===== src/rtl/wbrrarbiter.sv =====
// Round-robin Wishbone arbiter: NM masters share one slave port.
// Grants lock for the whole master cycle; a watchdog errors hung slaves.
module wbrrarbiter #(
    parameter int NM      = 4,
    parameter int AW      = 32,
    parameter int DW      = 32,
    parameter int SW      = DW / 8,
    parameter int TIMEOUT = 255
) (
    input  logic             i_clk,
    input  logic             i_reset,
    input  logic [NM-1:0]    i_mcyc,
    input  logic [NM-1:0]    i_mstb,
    input  logic [NM-1:0]    i_mwe,
    input  logic [NM*AW-1:0] i_maddr,
    input  logic [NM*DW-1:0] i_mdata,
    input  logic [NM*SW-1:0] i_msel,
    output logic [NM-1:0]    o_mack,
    output logic [DW-1:0]    o_mdata,
    output logic [NM-1:0]    o_merr,
    output logic             o_scyc,
    output logic             o_sstb,
    output logic             o_swe,
    output logic [AW-1:0]    o_saddr,
    output logic [DW-1:0]    o_sdata,
    output logic [SW-1:0]    o_ssel,
    input  logic             i_sack,
    input  logic [DW-1:0]    i_sdata,
    input  logic             i_serr,
    output logic [NM-1:0]    o_grant,
    output logic             o_timeout
);
    localparam int IW  = (NM > 1) ? $clog2(NM) : 1;
    localparam int WDW = 16;

    typedef enum logic {IDLE, BUSY} state_t;

    state_t          state, state_n;
    logic [NM-1:0]   grant_n;
    logic [IW-1:0]   gidx, gidx_n;
    logic [IW-1:0]   ptr, ptr_n;
    logic [WDW-1:0]  wd, wd_n;
    logic [NM-1:0]   pick;
    logic [IW-1:0]   pidx;
    logic            found;
    logic [IW:0]     scan;
    logic            cyc_g;
    logic            wd_inc;
    logic            wd_fire;

    // First requester at or after the pointer, wrapping modulo NM
    always_comb begin
        pick  = '0;
        pidx  = '0;
        found = 1'b0;
        scan  = '0;
        for (int k = 0; k < NM; k++) begin
            scan = {1'b0, ptr} + (IW+1)'(k);
            if (scan >= (IW+1)'(NM))
                scan = scan - (IW+1)'(NM);
            if (!found && i_mcyc[scan[IW-1:0]]) begin
                found = 1'b1;
                pidx  = scan[IW-1:0];
            end
        end
        if (found)
            pick[pidx] = 1'b1;
    end

    assign cyc_g   = |(i_mcyc & o_grant);
    assign wd_inc  = (state == BUSY) && o_sstb && !i_sack && !i_serr;
    assign wd_fire = wd_inc && (wd == WDW'(TIMEOUT - 1));

    always_comb begin
        state_n = state;
        grant_n = o_grant;
        gidx_n  = gidx;
        ptr_n   = ptr;
        unique case (state)
            IDLE: begin
                if (found) begin
                    state_n = BUSY;
                    grant_n = pick;
                    gidx_n  = pidx;
                end
            end
            BUSY: begin
                if (!cyc_g) begin
                    state_n = IDLE;
                    grant_n = '0;
                    ptr_n   = (gidx == IW'(NM - 1)) ? '0 : gidx + 1'b1;
                end
            end
            default: state_n = IDLE;
        endcase
    end

    always_comb begin
        wd_n = '0;
        if (wd_inc && !wd_fire)
            wd_n = wd + 1'b1;
    end

    always_ff @(posedge i_clk) begin
        if (i_reset) begin
            state     <= IDLE;
            o_grant   <= '0;
            gidx      <= '0;
            ptr       <= '0;
            wd        <= '0;
            o_timeout <= 1'b0;
        end else begin
            state     <= state_n;
            o_grant   <= grant_n;
            gidx      <= gidx_n;
            ptr       <= ptr_n;
            wd        <= wd_n;
            o_timeout <= wd_fire;
        end
    end

    // One-hot grant mux; zero grant forces every slave-side output low
    always_comb begin
        o_scyc  = 1'b0;
        o_sstb  = 1'b0;
        o_swe   = 1'b0;
        o_saddr = '0;
        o_sdata = '0;
        o_ssel  = '0;
        for (int m = 0; m < NM; m++) begin
            if (o_grant[m]) begin
                o_scyc  = i_mcyc[m];
                o_sstb  = i_mcyc[m] & i_mstb[m];
                o_swe   = i_mwe[m];
                o_saddr = i_maddr[m*AW +: AW];
                o_sdata = i_mdata[m*DW +: DW];
                o_ssel  = i_msel[m*SW +: SW];
            end
        end
    end

    assign o_mack  = o_grant & {NM{i_sack}};
    assign o_merr  = o_grant & {NM{i_serr | wd_fire}};
    assign o_mdata = (state == BUSY) ? i_sdata : '0;

endmodule


===== config.mk =====
export PLATFORM = sky130hd
export DESIGN_NAME = wbrrarbiter
export DESIGN_NICKNAME = d
export VERILOG_FILES = /design/src/rtl/wbrrarbiter.sv
export SDC_FILE = /design/constraint.sdc
export NUM_CORES = 1
export LEC_CHECK = 0
export BUFFER_PORTS_ARGS = -buffer_cell sky130_fd_sc_hd__buf_2
export CAP_MARGIN = 25
export CELL_PAD_IN_SITES_DETAIL_PLACEMENT = 0
export CELL_PAD_IN_SITES_GLOBAL_PLACEMENT = 1
export CORE_AREA = 4 4 167 169
export CTS_BUF_LIST = sky130_fd_sc_hd__clkbuf_4
export DETAILED_ROUTE_END_ITERATION = 10
export DIE_AREA = 0 0 171 173
export PLACE_DENSITY = 0.67
export SLEW_MARGIN = 15
export SYNTH_ARGS = -nofsm -noshare
export SYNTH_HDL_FRONTEND = slang
export SYNTH_SLANG_ARGS = --single-unit

===== constraint.sdc =====
create_clock -name i_clk -period 2.1 [get_ports i_clk]
set_clock_uncertainty 0.2 [all_clocks]
set_input_delay 0.42 -clock i_clk [delete_from_list [all_inputs] [get_ports i_clk]]
set_output_delay 0.42 -clock i_clk [all_outputs]
set_load 0.1 [all_outputs]

==> summary.txt <==
Status
  • Failing checks: negative setup slack
  • Outcome: finished with violations

Synth
  • Number of flops mapped to enable cells by yosys: 0
  • Dominant cell type by area after synthesis: a221oi_1
  • Most instantiated flip-flop cell in the synthesis netlist: dfxtp_1
  • Post-Synthesis Cell Area: about 3700 um2
  • Post-synthesis async set-or-reset flop share: 0%
  • Number of nets in the synthesized netlist: between 800 and 900
  • Library cells used by synthesis: 45
  • Top cells by area, synth: a221oi_1 16%, o31ai_1 14%, dfxtp_1 14%, nor2b_1 13%, nand2_1 7.8%
  • Yosys warnings: 0
  • Number of register bits inferred by synthesis: 26
  • Share of the yosys chip area belonging to registers: 14.0%
  • Share of the synthesized area in the top cell type: 16.3%
  • Mean instance size in the synthesized netlist: approximately 7 um2
  • Number of cells produced by synthesis: 532

Clock tree
  • Inserted Clock Buffers: 3
  • Insertion delay of the later-clocked pin in the worst-skew pair: 0.33 ns
  • Clock-pin slew of the registers on the worst-case setup and hold paths: approximately 0.16 ns
  • Number of sinks on the clock net: 26
  • Clock root buffer: clkbuf_4
  • Maximum clock path buffer count: 2
  • TritonCTS clock tree: yes
  • Number of H-tree branching levels: 1

Pwr
  • Switch share: 54.7%
  • Flop pwr share: under 10%
  • LEAKAGE: 4.71 nW
  • Comb power frac: between 80% and 90%
  • Internal power of the cells: 3.30 mW
  • PnR Total Power: between 7 and 8 mW
  • Power per standard cell area: a little over 600 nW/um2
  • Clock group share of total power: between 4 and 5%
  • Peak VDD IR: ~0.25 mV
  • P_sw: 3.99 mW

Global routing
  • Global route total overflow: 0
  • Number of global-route vias before repair: between 6000 and 7000
  • Global-route usage over all layers: about a fifth
  • Global-route wire length before repair: roughly 43000 um
  • Initial antenna violation count: 2
  • Maximum number of pins on one net before global-route repair: 53

Setup path
  • Worst r2r path cells: 6
  • Crit path launch: wd[15]
  • Cell with the largest stage delay on the worst path: or4_4
  • Capture point of the worst reg-to-reg path: o_timeout
  • Worst path cell trace: or4_4, nor4_4, o2111ai_4, a21boi_4, buf_12
  • Data arrival time of the worst path: 2.25 ns
  • Worst stage delay on the critical path: approximately 0.55 ns
  • Reg2Reg Launch Point: wd[15]
  • Type of origin of the critical path: flop
  • Crit. End Element: primary output
  • Required time at the endpoint of the critical path: between 1 and 1.5 ns
  • Last element of the critical path: o_merr[3]
  • Reg2reg setup slack: -0.03 ns
  • CP max FO: 5
  • Setup Crit Path Kind: flop to primary output

STA
  • Setup repair after global routing missed its margin: true
  • Worst relative slew slack: between 60% and 70%
  • Peak clock frequency supported by timing: ~350 MHz
  • Final hold viol count: 0
  • Worst Tran Pin Value: ~0.51 ns
  • Pins Over Slew Limit: 0
  • Count of final setup violators: 80
  • Fin crit share: 137%
  • Minimum clock period: about 2.9 ns
  • Worst-case setup margin in the final layout: -0.771 ns

Hold path
  • Cells on Worst Hold Path: 2
  • Path class of the lowest-slack min-delay path: input port to flop

Place
  • Post-DP HPWL: 21300 um
  • Port bufs: 435
  • Placer congestion estimate: 0.899
  • Cell count after placement: approximately 1300
  • Worst setup timing slack at the placement stage: -0.429 ns
  • Placement Cell Area: between 9000 and 10000 um2

Die
  • Initial cell density of the core: approximately 14%
  • Core Box Area: 26600 um2
  • IO Count: about 440
  • Die outline area: between 20000 and 30000 um2
  • Y dimension of the die: 173 um
  • Die width: between 150 and 200 um
  • Standard-cell row count: 60

Drt
  • Number of vias in the routed layout: approximately 6400
  • Total detailed-routing wirelength: ~30000 um
  • Post-DR wirelength/cell: 21.9 um
  • Detailed router's first-iteration violation count: 352
  • Vias per cell: roughly 4.6
  • First-pass DRT Iterations: 5
  • Post-detailed-route count of antenna-violating nets: 0
  • Remaining DRCs: 0

Finish
  • Fraction of layout instances using a drive strength above 1: ~71%
  • Non-filler cells in the finished layout: 1385
  • Fin area: between 10000 and 15000 um2
  • Area added between synthesis and finish: 221%
  • Number of nets in the finished design: roughly 1400
  • Fill cell total of the finished layout: 2436

Job
  • Number of maximum-capacitance violations: 0
## synth_stat cells (2+ instances only)
cell,n
nor4_1,4
xnor2_1,12
a21oi_1,4
o31ai_1,70
mux2i_1,3
nand4_1,6
and2_1,36
xor2_1,2
nand4b_1,2
nor3_1,24
clkbuf_1,51
dfxtp_1,26
nand2_1,77
nor2b_1,76
or2_2,2
nand3_1,7
nor3b_1,2
a21boi_1,4
ha_1,3
a32o_1,4
nor2_1,14
inv_1,6
buf_2,7
a221oi_1,69
## worst min path at each step
| stage | to | slack [ns] | startpoint |
|---|---|---|---|
| finish | o_timeout | 0.23 | i_reset |
| global route | o_timeout | 0.24 | i_reset |
| CTS | o_timeout | 0.22 | i_reset |
| detailed placement | gidx[1] | 0.27 | gidx[1] |
| global placement | gidx[1] | 0.26 | gidx[1] |
| floorplan | gidx[1] | 0.24 | gidx[1] |
## layer usage
metal | wire [um] | global-route usage [%] | vias up
li1 | - | - | 3044
met1 | 11700 | 22.8 | 3061
met2 | 16100 | 35.3 | 254
met3 | 1820 | 2.29 | 32
met4 | 581 | 2.87 | 2
met5 | 7 | 0 | -
## critical path: cells and delay by family (launching register included)
family                 cells  cell delay [ns]
buffers and inverters      1             0.19
AND/OR/NAND/NOR            2             0.85
AO/OA/AOI/OAI              2             0.52
flip-flops                 1             0.34
## cell type report
type                    count  area, um2  area share (%)
multi-input cells         439       5170            43.5
inverters                   6       22.5           0.189
clock inverters             1       30.0           0.252
diodes                      2       5.00          0.0421
clock buffers               3       22.5           0.189
flip-flops and latches     26        539            4.53
well taps                 341        427            3.59
repair buffers            567       5670            47.7
## placed cells by master (no fill, tap or decap), types with 3 or more instances in the layout
cell,instances
a21boi_4,4
a21oi_1,4
a221oi_4,69
a32o_1,4
and2_1,33
and2_4,3
buf_12,151
buf_16,4
buf_2,321
buf_4,45
buf_6,33
buf_8,10
clkbuf_16,3
clkbuf_4,3
dfxtp_1,19
dfxtp_2,3
dfxtp_4,4
ha_1,3
inv_1,6
mux2i_1,3
nand2_1,77
nand3_1,7
nand4_1,6
nor2_1,12
nor2b_1,71
nor2b_2,4
nor3_1,24
nor4_1,4
o31ai_4,70
xnor2_1,12
## repair_timing
item | in CTS | in global routing
setup buffers | 47 | 24
pin swaps | 45 | 51
endpoints found under the setup margin | 100 | 108
hold buffers | 0 | 0
cloned | 11 | 3
resized for setup | 213 | 62
## stage by stage
| stage | setup TNS [ns] | utilization, % | hold slack, ns |
|---|---|---|---|
| floorplan | -38.86 | - | 0.240 |
| global placement | -2.50 | 35.8 | 0.256 |
| detailed placement | -2.79 | 35.8 | 0.267 |
| CTS | -34.57 | 44.3 | 0.224 |
| global route | -40.25 | 44.7 | 0.236 |
| finish | -34.46 | 44.8 | 0.225 |
## cell families after synthesis
family	Yosys count	synth area share [%]
simple gates	256	36.9
flops	26	14.0
fa+ha+maj	3	1.01
buf+inv	67	8.16
xor+xnor	14	3.31
compound gates	163	35.7
mux	3	0.810
## power groups by stage
stage               combinational [mW]  clock [mW]  sequential [mW]
detailed placement                5.31           0            0.548
global route                      6.58       0.382            0.535
finish                            6.40       0.359            0.532
floorplan                         3.23           0            0.576
CTS                               6.39       0.360            0.531
global placement                  5.30           0            0.548
## sequential cells by signal, summed over array words and instances, names as in the netlist
register / flops
gidx: 2
o_timeout: 1
o_grant: 4
ptr: 2
state: 1
wd: 16
(Power assumes the default switching activity.)
